===== config.mk =====
export PLATFORM = sky130hd
export DESIGN_NAME = sprite_line_scheduler
export DESIGN_NICKNAME = d
export VERILOG_FILES = /design/src/rtl/sprite_pkg.sv /design/src/rtl/hs_edge_detect.sv /design/src/rtl/sprite_line_scheduler.sv
export SDC_FILE = /design/constraint.sdc
export NUM_CORES = 1
export LEC_CHECK = 0
export CORE_MARGIN = 3
export CORE_UTILIZATION = 45
export CTS_CLUSTER_SIZE = 28
export DETAILED_ROUTE_END_ITERATION = 10
export PLACE_DENSITY = 0.76
export SYNTH_ARGS = -nofsm -noshare
export SYNTH_HDL_FRONTEND = slang
export SYNTH_SLANG_ARGS = --single-unit

===== constraint.sdc =====
create_clock -name Clk -period 8 [get_ports Clk]
set_input_delay 1.2 -clock Clk [delete_from_list [all_inputs] [get_ports Clk]]
set_output_delay 1.2 -clock Clk [all_outputs]
set_load 0.05 [all_outputs]

===== src/rtl/sprite_pkg.sv =====
// Shared types and constants for the sprite line scheduler.
// Includes the scheduler FSM states and the ROM address packing function.
package sprite_pkg;

   localparam int NUM_SPR = 4;
   localparam int SPR_H   = 32;
   localparam int SPR_W   = 16;
   localparam int V_TOTAL = 525;
   localparam int Y_W     = 10;
   localparam int IMG_W   = 2;
   localparam int ROW_W   = 5;
   localparam int ADDR_W  = IMG_W + ROW_W;

   typedef enum logic [2:0] {
      IDLE,
      SCAN,
      REQ,
      WAIT,
      COMMIT,
      DRAIN
   } state_e;

   function automatic logic [ADDR_W-1:0] pack_rom_addr(input logic [IMG_W-1:0] img,
                                                      input logic [ROW_W-1:0] row);
      return {img, row};
   endfunction

endpackage


===== src/rtl/hs_edge_detect.sv =====
// Registered falling-edge detector for horizontal sync.
// The pulse appears one cycle after the low level is first sampled.
module hs_edge_detect (
   input  logic clk,
   input  logic rst_n,
   input  logic hs,
   output logic hs_fall
);

   logic hs_q;
   logic hs_qq;

   always_ff @(posedge clk or negedge rst_n) begin
      if (!rst_n) begin
         hs_q  <= 1'b1;
         hs_qq <= 1'b1;
      end else begin
         hs_q  <= hs;
         hs_qq <= hs_q;
      end
   end

   assign hs_fall = hs_qq & ~hs_q;

endmodule


===== src/rtl/sprite_line_scheduler.sv =====
// Fetches one ROM row per visible sprite for the next scanline into shadow
// buffers, then commits them to the active RowMask/RowValid in one cycle.
module sprite_line_scheduler #(
   parameter int NUM_SPR = sprite_pkg::NUM_SPR,
   parameter int SPR_H   = sprite_pkg::SPR_H,
   parameter int SPR_W   = sprite_pkg::SPR_W,
   parameter int V_TOTAL = sprite_pkg::V_TOTAL
) (
   input  logic                           Clk,
   input  logic                           Reset_n,
   input  logic                           VGA_HS,
   input  logic [9:0]                     DrawY,
   input  logic [NUM_SPR-1:0][9:0]        SpriteX,
   input  logic [NUM_SPR-1:0][9:0]        SpriteY,
   input  logic [NUM_SPR-1:0]             SpriteEn,
   input  logic [NUM_SPR-1:0][1:0]        SpriteImg,
   output logic                           rom_req,
   output logic [6:0]                     rom_addr,
   input  logic                           rom_ack,
   input  logic [SPR_W-1:0]               rom_data,
   output logic [NUM_SPR-1:0][SPR_W-1:0]  RowMask,
   output logic [NUM_SPR-1:0]             RowValid,
   output logic                           line_ready,
   output logic                           overrun
);

   import sprite_pkg::*;

   localparam int IDX_W = (NUM_SPR > 1) ? $clog2(NUM_SPR) : 1;

   state_e                         state, state_nxt;
   logic                           hs_fall;
   logic [IDX_W-1:0]               idx;
   logic [9:0]                     next_y, next_y_calc;
   logic [NUM_SPR-1:0][9:0]        diff;
   logic [NUM_SPR-1:0]             hit_vec;
   logic [NUM_SPR-1:0][SPR_W-1:0]  shadow;
   logic [NUM_SPR-1:0]             shadow_vld;
   logic                           hit, last;
   logic                           latch_y, restart, idx_inc, req_load, req_clr;
   logic                           ack_store, commit, set_ovr;

   // X position only matters to the pixel pipeline downstream.
   logic unused_spritex;
   assign unused_spritex = ^SpriteX;

   hs_edge_detect u_hs (
      .clk     (Clk),
      .rst_n   (Reset_n),
      .hs      (VGA_HS),
      .hs_fall (hs_fall)
   );

   // Modulo-1024 distance makes sprites straddling row 0 or the frame wrap hit naturally.
   for (genvar g = 0; g < NUM_SPR; g++) begin : g_spr
      assign diff[g]    = next_y - SpriteY[g];
      assign hit_vec[g] = SpriteEn[g] && (diff[g] < 10'(SPR_H));
   end

   assign hit         = hit_vec[idx];
   assign last        = (idx == IDX_W'(NUM_SPR-1));
   assign next_y_calc = (DrawY == 10'(V_TOTAL-1)) ? 10'd0 : DrawY + 10'd1;

   always_ff @(posedge Clk or negedge Reset_n) begin
      if (!Reset_n) state <= IDLE;
      else          state <= state_nxt;
   end

   always_comb begin
      state_nxt = state;
      unique case (state)
         IDLE:   if (hs_fall) state_nxt = SCAN;
         SCAN:   if (hs_fall)   state_nxt = SCAN;
                 else if (hit)  state_nxt = REQ;
                 else if (last) state_nxt = COMMIT;
         REQ:    state_nxt = hs_fall ? SCAN : WAIT;
         WAIT:   if (hs_fall)      state_nxt = rom_ack ? SCAN : DRAIN;
                 else if (rom_ack) state_nxt = last ? COMMIT : SCAN;
         COMMIT: state_nxt = hs_fall ? SCAN : IDLE;
         DRAIN:  if (rom_ack) state_nxt = SCAN;
         default: state_nxt = IDLE;
      endcase
   end

   always_comb begin
      latch_y   = 1'b0;
      restart   = 1'b0;
      idx_inc   = 1'b0;
      req_load  = 1'b0;
      req_clr   = 1'b0;
      ack_store = 1'b0;
      commit    = 1'b0;
      set_ovr   = 1'b0;
      unique case (state)
         IDLE: begin
            latch_y = hs_fall;
            restart = hs_fall;
         end
         SCAN: begin
            latch_y = hs_fall;
            restart = hs_fall;
            set_ovr = hs_fall;
            idx_inc = !hs_fall && !hit && !last;
         end
         REQ: begin
            latch_y  = hs_fall;
            restart  = hs_fall;
            set_ovr  = hs_fall;
            req_load = !hs_fall;
         end
         WAIT: begin
            req_clr   = rom_ack;
            latch_y   = hs_fall;
            set_ovr   = hs_fall;
            restart   = hs_fall && rom_ack;
            ack_store = !hs_fall && rom_ack;
            idx_inc   = !hs_fall && rom_ack && !last;
         end
         COMMIT: begin
            commit  = 1'b1;
            latch_y = hs_fall;
            restart = hs_fall;
         end
         DRAIN: begin
            req_clr = rom_ack;
            latch_y = hs_fall;
            set_ovr = hs_fall;
            restart = rom_ack;
         end
         default: ;
      endcase
   end

   always_ff @(posedge Clk or negedge Reset_n) begin
      if (!Reset_n) begin
         idx        <= '0;
         next_y     <= '0;
         shadow     <= '0;
         shadow_vld <= '0;
         rom_req    <= 1'b0;
         rom_addr   <= '0;
         RowMask    <= '0;
         RowValid   <= '0;
         line_ready <= 1'b0;
         overrun    <= 1'b0;
      end else begin
         line_ready <= commit;
         if (commit) begin
            RowMask  <= shadow;
            RowValid <= shadow_vld;
         end
         if (latch_y) next_y <= next_y_calc;
         // Commit reads the old shadow on the same edge a back-to-back line clears it.
         if (restart) begin
            idx        <= '0;
            shadow     <= '0;
            shadow_vld <= '0;
         end else if (idx_inc) begin
            idx <= idx + IDX_W'(1);
         end
         if (ack_store) begin
            shadow[idx]     <= rom_data;
            shadow_vld[idx] <= 1'b1;
         end
         if (req_load) begin
            rom_req  <= 1'b1;
            rom_addr <= pack_rom_addr(SpriteImg[idx], diff[idx][ROW_W-1:0]);
         end else if (req_clr) begin
            rom_req <= 1'b0;
         end
         if (set_ovr) overrun <= 1'b1;
      end
   end

endmodule


## Yosys cells after proc, flatten, opt, wreduce, memory -nomap -nowiden

Index checks and enable logic that the tools add are counted.

- Add/sub/neg operators: 6
- $mul: 0
- Divide/modulo/power cells: 0
- Order comparisons: 6
- Equal/unequal tests: 11
- Shift operators: 0
- Mux-type cells: 40
- Bitwise logic cells: 3
- Reductions and logical operators: 21

Operators by type and width:

| kind | number |
|---|---|
| 64-bit two-way mux | 2 |
| 64-bit bitwise mux | 1 |
| 10-bit by 6-bit less-than comparator with 1-bit output, second input constant | 4 |
| 10-bit subtractor | 4 |
| 16-bit demux with 2-bit select | 1 |
| 3-bit two-way mux | 9 |
| 10-bit binary-select mux with 2-bit select | 1 |
| 3-bit case mux with 6 select lines | 1 |
| 16-bit two-way mux | 1 |
| 1-bit two-way mux | 11 |
| 10-bit by 1-bit adder with 10-bit output, second input constant | 1 |
| 10-bit equality test, second input constant | 1 |
| 1-bit logical AND | 10 |
| 10-bit two-way mux | 1 |
| 2-bit two-way mux | 4 |
| 4-bit two-way mux | 2 |
| 4-bit OR reduction | 2 |
| 3-bit by 2-bit equality test with 1-bit output, second input constant | 2 |
| 3-bit equality test, second input constant | 2 |
| 6-bit OR reduction | 1 |
| 5-bit two-way mux | 1 |
| 2-bit binary-select mux with 2-bit select | 1 |
| 2-bit != test, second input constant | 2 |
| 4-bit != test, second input constant | 1 |
| 18 further kinds | 21 |

- Register bits after elaboration: 163
- Latch bits: 0
- Memory bits (writable): 0
- ROM bits: 0
- Input bits: 122
- Word-level logic and storage cells: 106
- Memories: 0

## Logic depth before layout (Yosys ltp)

- Depth in word-level cells: 11
- Depth in mapped cells: 12

## By module

A second synthesis with hierarchy kept.

- Cell total of the unflattened synthesis: 712
- Area, all modules: 8250.4 µm²

Modules (own cells, without submodules):

| module | times used | cells each | area an instance (µm²) | seq. area each (µm²) |
|---|---|---|---|---|
| sprite_line_scheduler | 1 | 709 | 8184.1 | 4028.9 |
| hs_edge_detect | 1 | 3 | 66.3 | 52.6 |

## Worst setup path before layout

No wires, ideal clock.

- Path type: input-to-reg
- Start: input port SpriteY[0] (netlist bit)
- End: register idx[1]
- Library setup time: 135 ps
- Arrival time: 3350 ps
- Path slack: 4515 ps
- Stages on the path: 11
- Buffers on the path: 0
- Path through: ha_1 inv_1 fa_1 a211oi_1 nor2_1 or4_1 a32o_1 a31oi_1 o31a_1 o21a_1 o211ai_1

- Word-level cells in the longest chain between the ends: 10

Ends and longest elaborated chain:

| element | RTL line | text |
|---|---|---|
| from (decl) | sprite_line_scheduler.sv:14 | `input logic [NUM_SPR-1:0][9:0] SpriteY,` |
| 10-bit subtractor | sprite_line_scheduler.sv:56 | `assign diff[g] = next_y - SpriteY[g];` |
| 10-bit by 6-bit less-than comparator with 1-bit output | sprite_line_scheduler.sv:57 | `assign hit_vec[g] = SpriteEn[g] && (diff[g] < 10'(SPR_H));` |
| 1-bit logical AND | sprite_line_scheduler.sv:57 |  |
| 1-bit binary-select mux with 2-bit select | sprite_line_scheduler.sv:60 | `assign hit = hit_vec[idx];` |
| 1-bit two-way mux (implied by the code) | sprite_line_scheduler.sv:60 |  |
| 1-bit logical NOT | sprite_line_scheduler.sv:103 | `idx_inc = !hs_fall && !hit && !last;` |
| 1-bit logical AND (2 in series) | sprite_line_scheduler.sv:103 |  |
| 1-bit case mux with 2 select lines | sprite_line_scheduler.sv:94 | `unique case (state)` |
| 2-bit nonzero test (no source line) | - |  |
| to (signal assigned) | sprite_line_scheduler.sv:159 | `idx <= idx + IDX_W'(1);` |
| to (decl) | sprite_line_scheduler.sv:33 | `logic [IDX_W-1:0] idx;` |

No other way between the ends. The select of a mux whose other input is x is not followed.
A chain may end at the register's enable or synchronous reset.

## Final worst setup path

- Start: input port SpriteY[30] (netlist bit)
- End: register idx[1]

The elaborated chain is that of the path after synthesis.

==> impl_results.md <==
- Outcome: complete, no violations
- Post-route ant nets: 0
- Family with the most delay on the worst path: compound AO/OA/AOI/OAI gates
- M1 wire length: 9740 um
- Util after Layout: 59.5%
- Max VDD drop: 0.173 mV
- GRT Total Usage: 21.0%
- Critical path buffers and inverters: 2
- Detailed placement HPWL: 14,800 um
- Least-Margin Pin Slew: 1000 ps
- Worst Hold Path EP: u_hs.hs_qq
- Post-synth EDFFs: 0
- Clk network pwr share: 29.9%
- Htree depth: 4
- Post-CTS Repair Setup Buffers: 0
- Post-synth top cells: dfrtp_1, mux2_2, a22o_1
- Uppermost layer routed: met5
- Setup TNS: 0 ps
- Share of cells above drive strength 1: 14.4%
- CP max stage delay: 620 ps
- Crit Path Category: primary input to flip-flop
- Switch Pwr: 0.976 mW
- Pwr Density: 253 mW/mm2
- Leading post-synthesis cells by cell area: dfrtp_1, mux2_2, a22o_1, ha_1, inv_1
- Async set-reset flop share out of synthesis: 100%
- Tcrit/Tclk final: 51.2%
- Routed vias: 6,334
- Initial antenna violation count: 1
- Nets: 1,057
- CP Data Required Time: 8280 ps
- Yosys top cell by area: dfrtp_1
- Worst Hold Path Cells: 0
- Layout Cells excl Fill: 1,131
- Global-route wire length before repair: 33,800 um
- Worst reg2reg path endpoint: idx[1]
- Area of the multi-input gates: 0.00405 mm2
- Combinational power share: 33.3%
- DRC violations left: 0
- Leak pwr: 5.06 nW
- Diodes inserted: 0
- Die ar.: 0.0205 mm2
- Hold Path Origin: u_hs.hs_q
- Hold Path Class: flip-flop to flip-flop
- Fmax: 0.244 GHz
- Clk Latency, worst-skew pair: 420 ps
- Wirelength per Cell: 18.7 um
- CORE AREA: 0.0182 mm2
- Vias per cell: 5.60
- Final setup fails: 0
- Final worst slack: 3900 ps
- CTS Buf Count: 17
- YS warnings: 0
- Reg2Reg Depth: 12
- Synthesized flop and latch total: 163
- Number of cell rows: 49
- WL final: 21,200 um
- Grt ovf: 0
- Largest buffer count on any clock path: 2
- Initial DRC Count: 363
- Worst-path clk slew: 70 ps
- Critical path arrival: 4380 ps
- Dpl cells: 1,099
- Mapped Nets: 908
- Met3 routed WL: 1420 um
- Max-cap violations: 0
- Cell variety after synth: 70
- Final hold violations: 0
- Critical path endpoint category: flip-flop
- Met2 routed WL: 9740 um
- TritonRoute pass-1 iters: 5
- Switching part of the total: 35.6%
- Internal Power: 1.77 mW
- Fin. max-slew vios: 0
- GPL Wtd Cong: 0.908
- Worst slew margin: 33.3%
- Final Cell Area: 0.0108 mm2
- Register area: 0.00408 mm2
- Area Growth Syn to Fin: 28.1%
- Worst R2R Setup Slack: 4700 ps
- Die Y: 143 um
- CTS tree: done
- CP Max Fanout: 5
- Synth Cell Area: 0.00846 mm2
- Crit start category: primary input
- Die W: 143 um
- Post-Place Cell Area: 0.0102 mm2
- Starting density of the core: 46.5%
- Post-Syn Area per Cell: 11.4 um2
- Fillers: 1,480
- Post_cts resized: 0
- Most frequent cell after synthesis: dfrtp_1
- Port Buf Inserts: 159
- Ports: 200
- Clk sink count: 163
- Dpl ws: 3540 ps
- Hold_buf cts: 0
- Root Buffer: clkbuf_16
- Post-Synthesis Cells: 740
- Pin count of the biggest net entering global routing: 95
- RSZ-0062 raised after global routing: no
- Vias in the first global route: 6,255
- Crit path time final: 4100 ps
- Share of power burned in registers: 36.8%
- Critical-path top delay cell: o311ai_0
- Sequential area share after synthesis: 48.2%
- Yosys top cell area share: 47.6%
- Launch point of the worst reg-to-reg path: next_y[0]
- Dominant synthesized flop cell: dfrtp_1
- Worst-path cell chain: clkdlybuf4s50_1 -> ha_1 -> inv_1 -> fa_1 -> a21o_1 -> a21oi_1 -> o2bb2ai_1 -> o311ai_0 -> nor4_4 -> a31oi_2 -> o21a_1 -> o211ai_1
- Clk_skew: 10.7 ps
-- per-layer routing --
metal	global-route usage, %	vias to the layer above
li1	-	3020
met1	30.4	3109
met2	31.8	183
met3	5.99	20
met4	4.05	2
met5	0	-
-- final cells by class --
type	instances	share of cell area, %
clock inverters	14	1.53
flip-flops and latches	163	37.6
well taps	229	2.64
inverters	51	1.77
clock buffers	18	3.96
multi-input cells	491	37.4
repair buffers	165	15.1
-- through the flow --
stage | total power [mW] | hold WS [ps]
floorplan | 1.64 | 358
global placement | 1.92 | 364
detailed placement | 1.93 | 373
CTS | 2.76 | 382
global route | 2.89 | 392
finish | 2.75 | 381
-- state kept, by name (all words and copies together) (netlist names) --
register    count
RowMask        64
shadow         64
next_y         10
rom_addr        7
RowValid        4
shadow_vld      4
state           3
idx             2
line_ready      1
overrun         1
rom_req         1
u_hs.hs_q       1
u_hs.hs_qq      1
-- placed cells by master (no fill, tap or decap), types with 5 or more instances in the layout --
| master | netlist | layout |
|---|---|---|
| clkbuf_16 | 0 | 17 |
| nor3_1 | 14 | 14 |
| buf_4 | 2 | 6 |
| clkdlybuf4s50_1 | 0 | 158 |
| xor2_1 | 11 | 11 |
| nor2_1 | 34 | 34 |
| a211o_1 | 5 | 5 |
| a211oi_1 | 5 | 5 |
| o21a_1 | 7 | 7 |
| a21o_1 | 14 | 14 |
| a22o_1 | 65 | 65 |
| nor2b_1 | 6 | 6 |
| inv_6 | 0 | 6 |
| xnor2_1 | 15 | 15 |
| dfrtp_1 | 161 | 161 |
| nand3_1 | 16 | 16 |
| inv_1 | 50 | 50 |
| nand2_1 | 33 | 33 |
| o21ai_0 | 26 | 26 |
| nand2b_1 | 7 | 7 |
| ha_1 | 42 | 42 |
| mux4_2 | 7 | 7 |
| a21oi_1 | 29 | 29 |
| mux2_2 | 73 | 73 |
-- worst reg2reg max path, cell delays in order, from the launching register on --
cell,delay (ps)
dfrtp_1,380
inv_1,120
ha_1,190
inv_1,60
fa_1,400
a21o_1,190
a21oi_1,270
o2bb2ai_1,160
o311ai_0,620
nor4_4,50
a31oi_2,390
o21a_1,230
o211ai_1,110
-- kinds of logic after synthesis --
kind of cell / Yosys count / synth area share, %
AOI/OAI and AO/OA: 196 / 17.6
DFF: 163 / 48.2
and+or+nand+nor: 139 / 8.37
buffers and inverters: 86 / 3.95
muxes: 84 / 12.0
adders and majority gates: 46 / 7.15
xor gates and xnor gates: 26 / 2.69
-- worst max-delay path by stage --
stage,from,endpoint,cells after the start
after floorplan,SpriteY[0],idx[1],11
after global placement,SpriteY[30],idx[1],12
after detailed placement,SpriteY[30],idx[1],12
after CTS,SpriteY[30],idx[1],12
after global routing,SpriteY[30],idx[1],12
final,SpriteY[30],idx[1],12
-- power by group through the flow --
stage                     Sequential (mW)  Combinational, mW  Clock (mW)
after floorplan                      1.13              0.501           0
after global placement               1.02              0.899           0
after detailed placement             1.02              0.910           0
after CTS                            1.01              0.915       0.832
after global routing                 1.03              0.992       0.872
final                                1.01              0.914       0.821
Power figures use the tool's default switching activity.
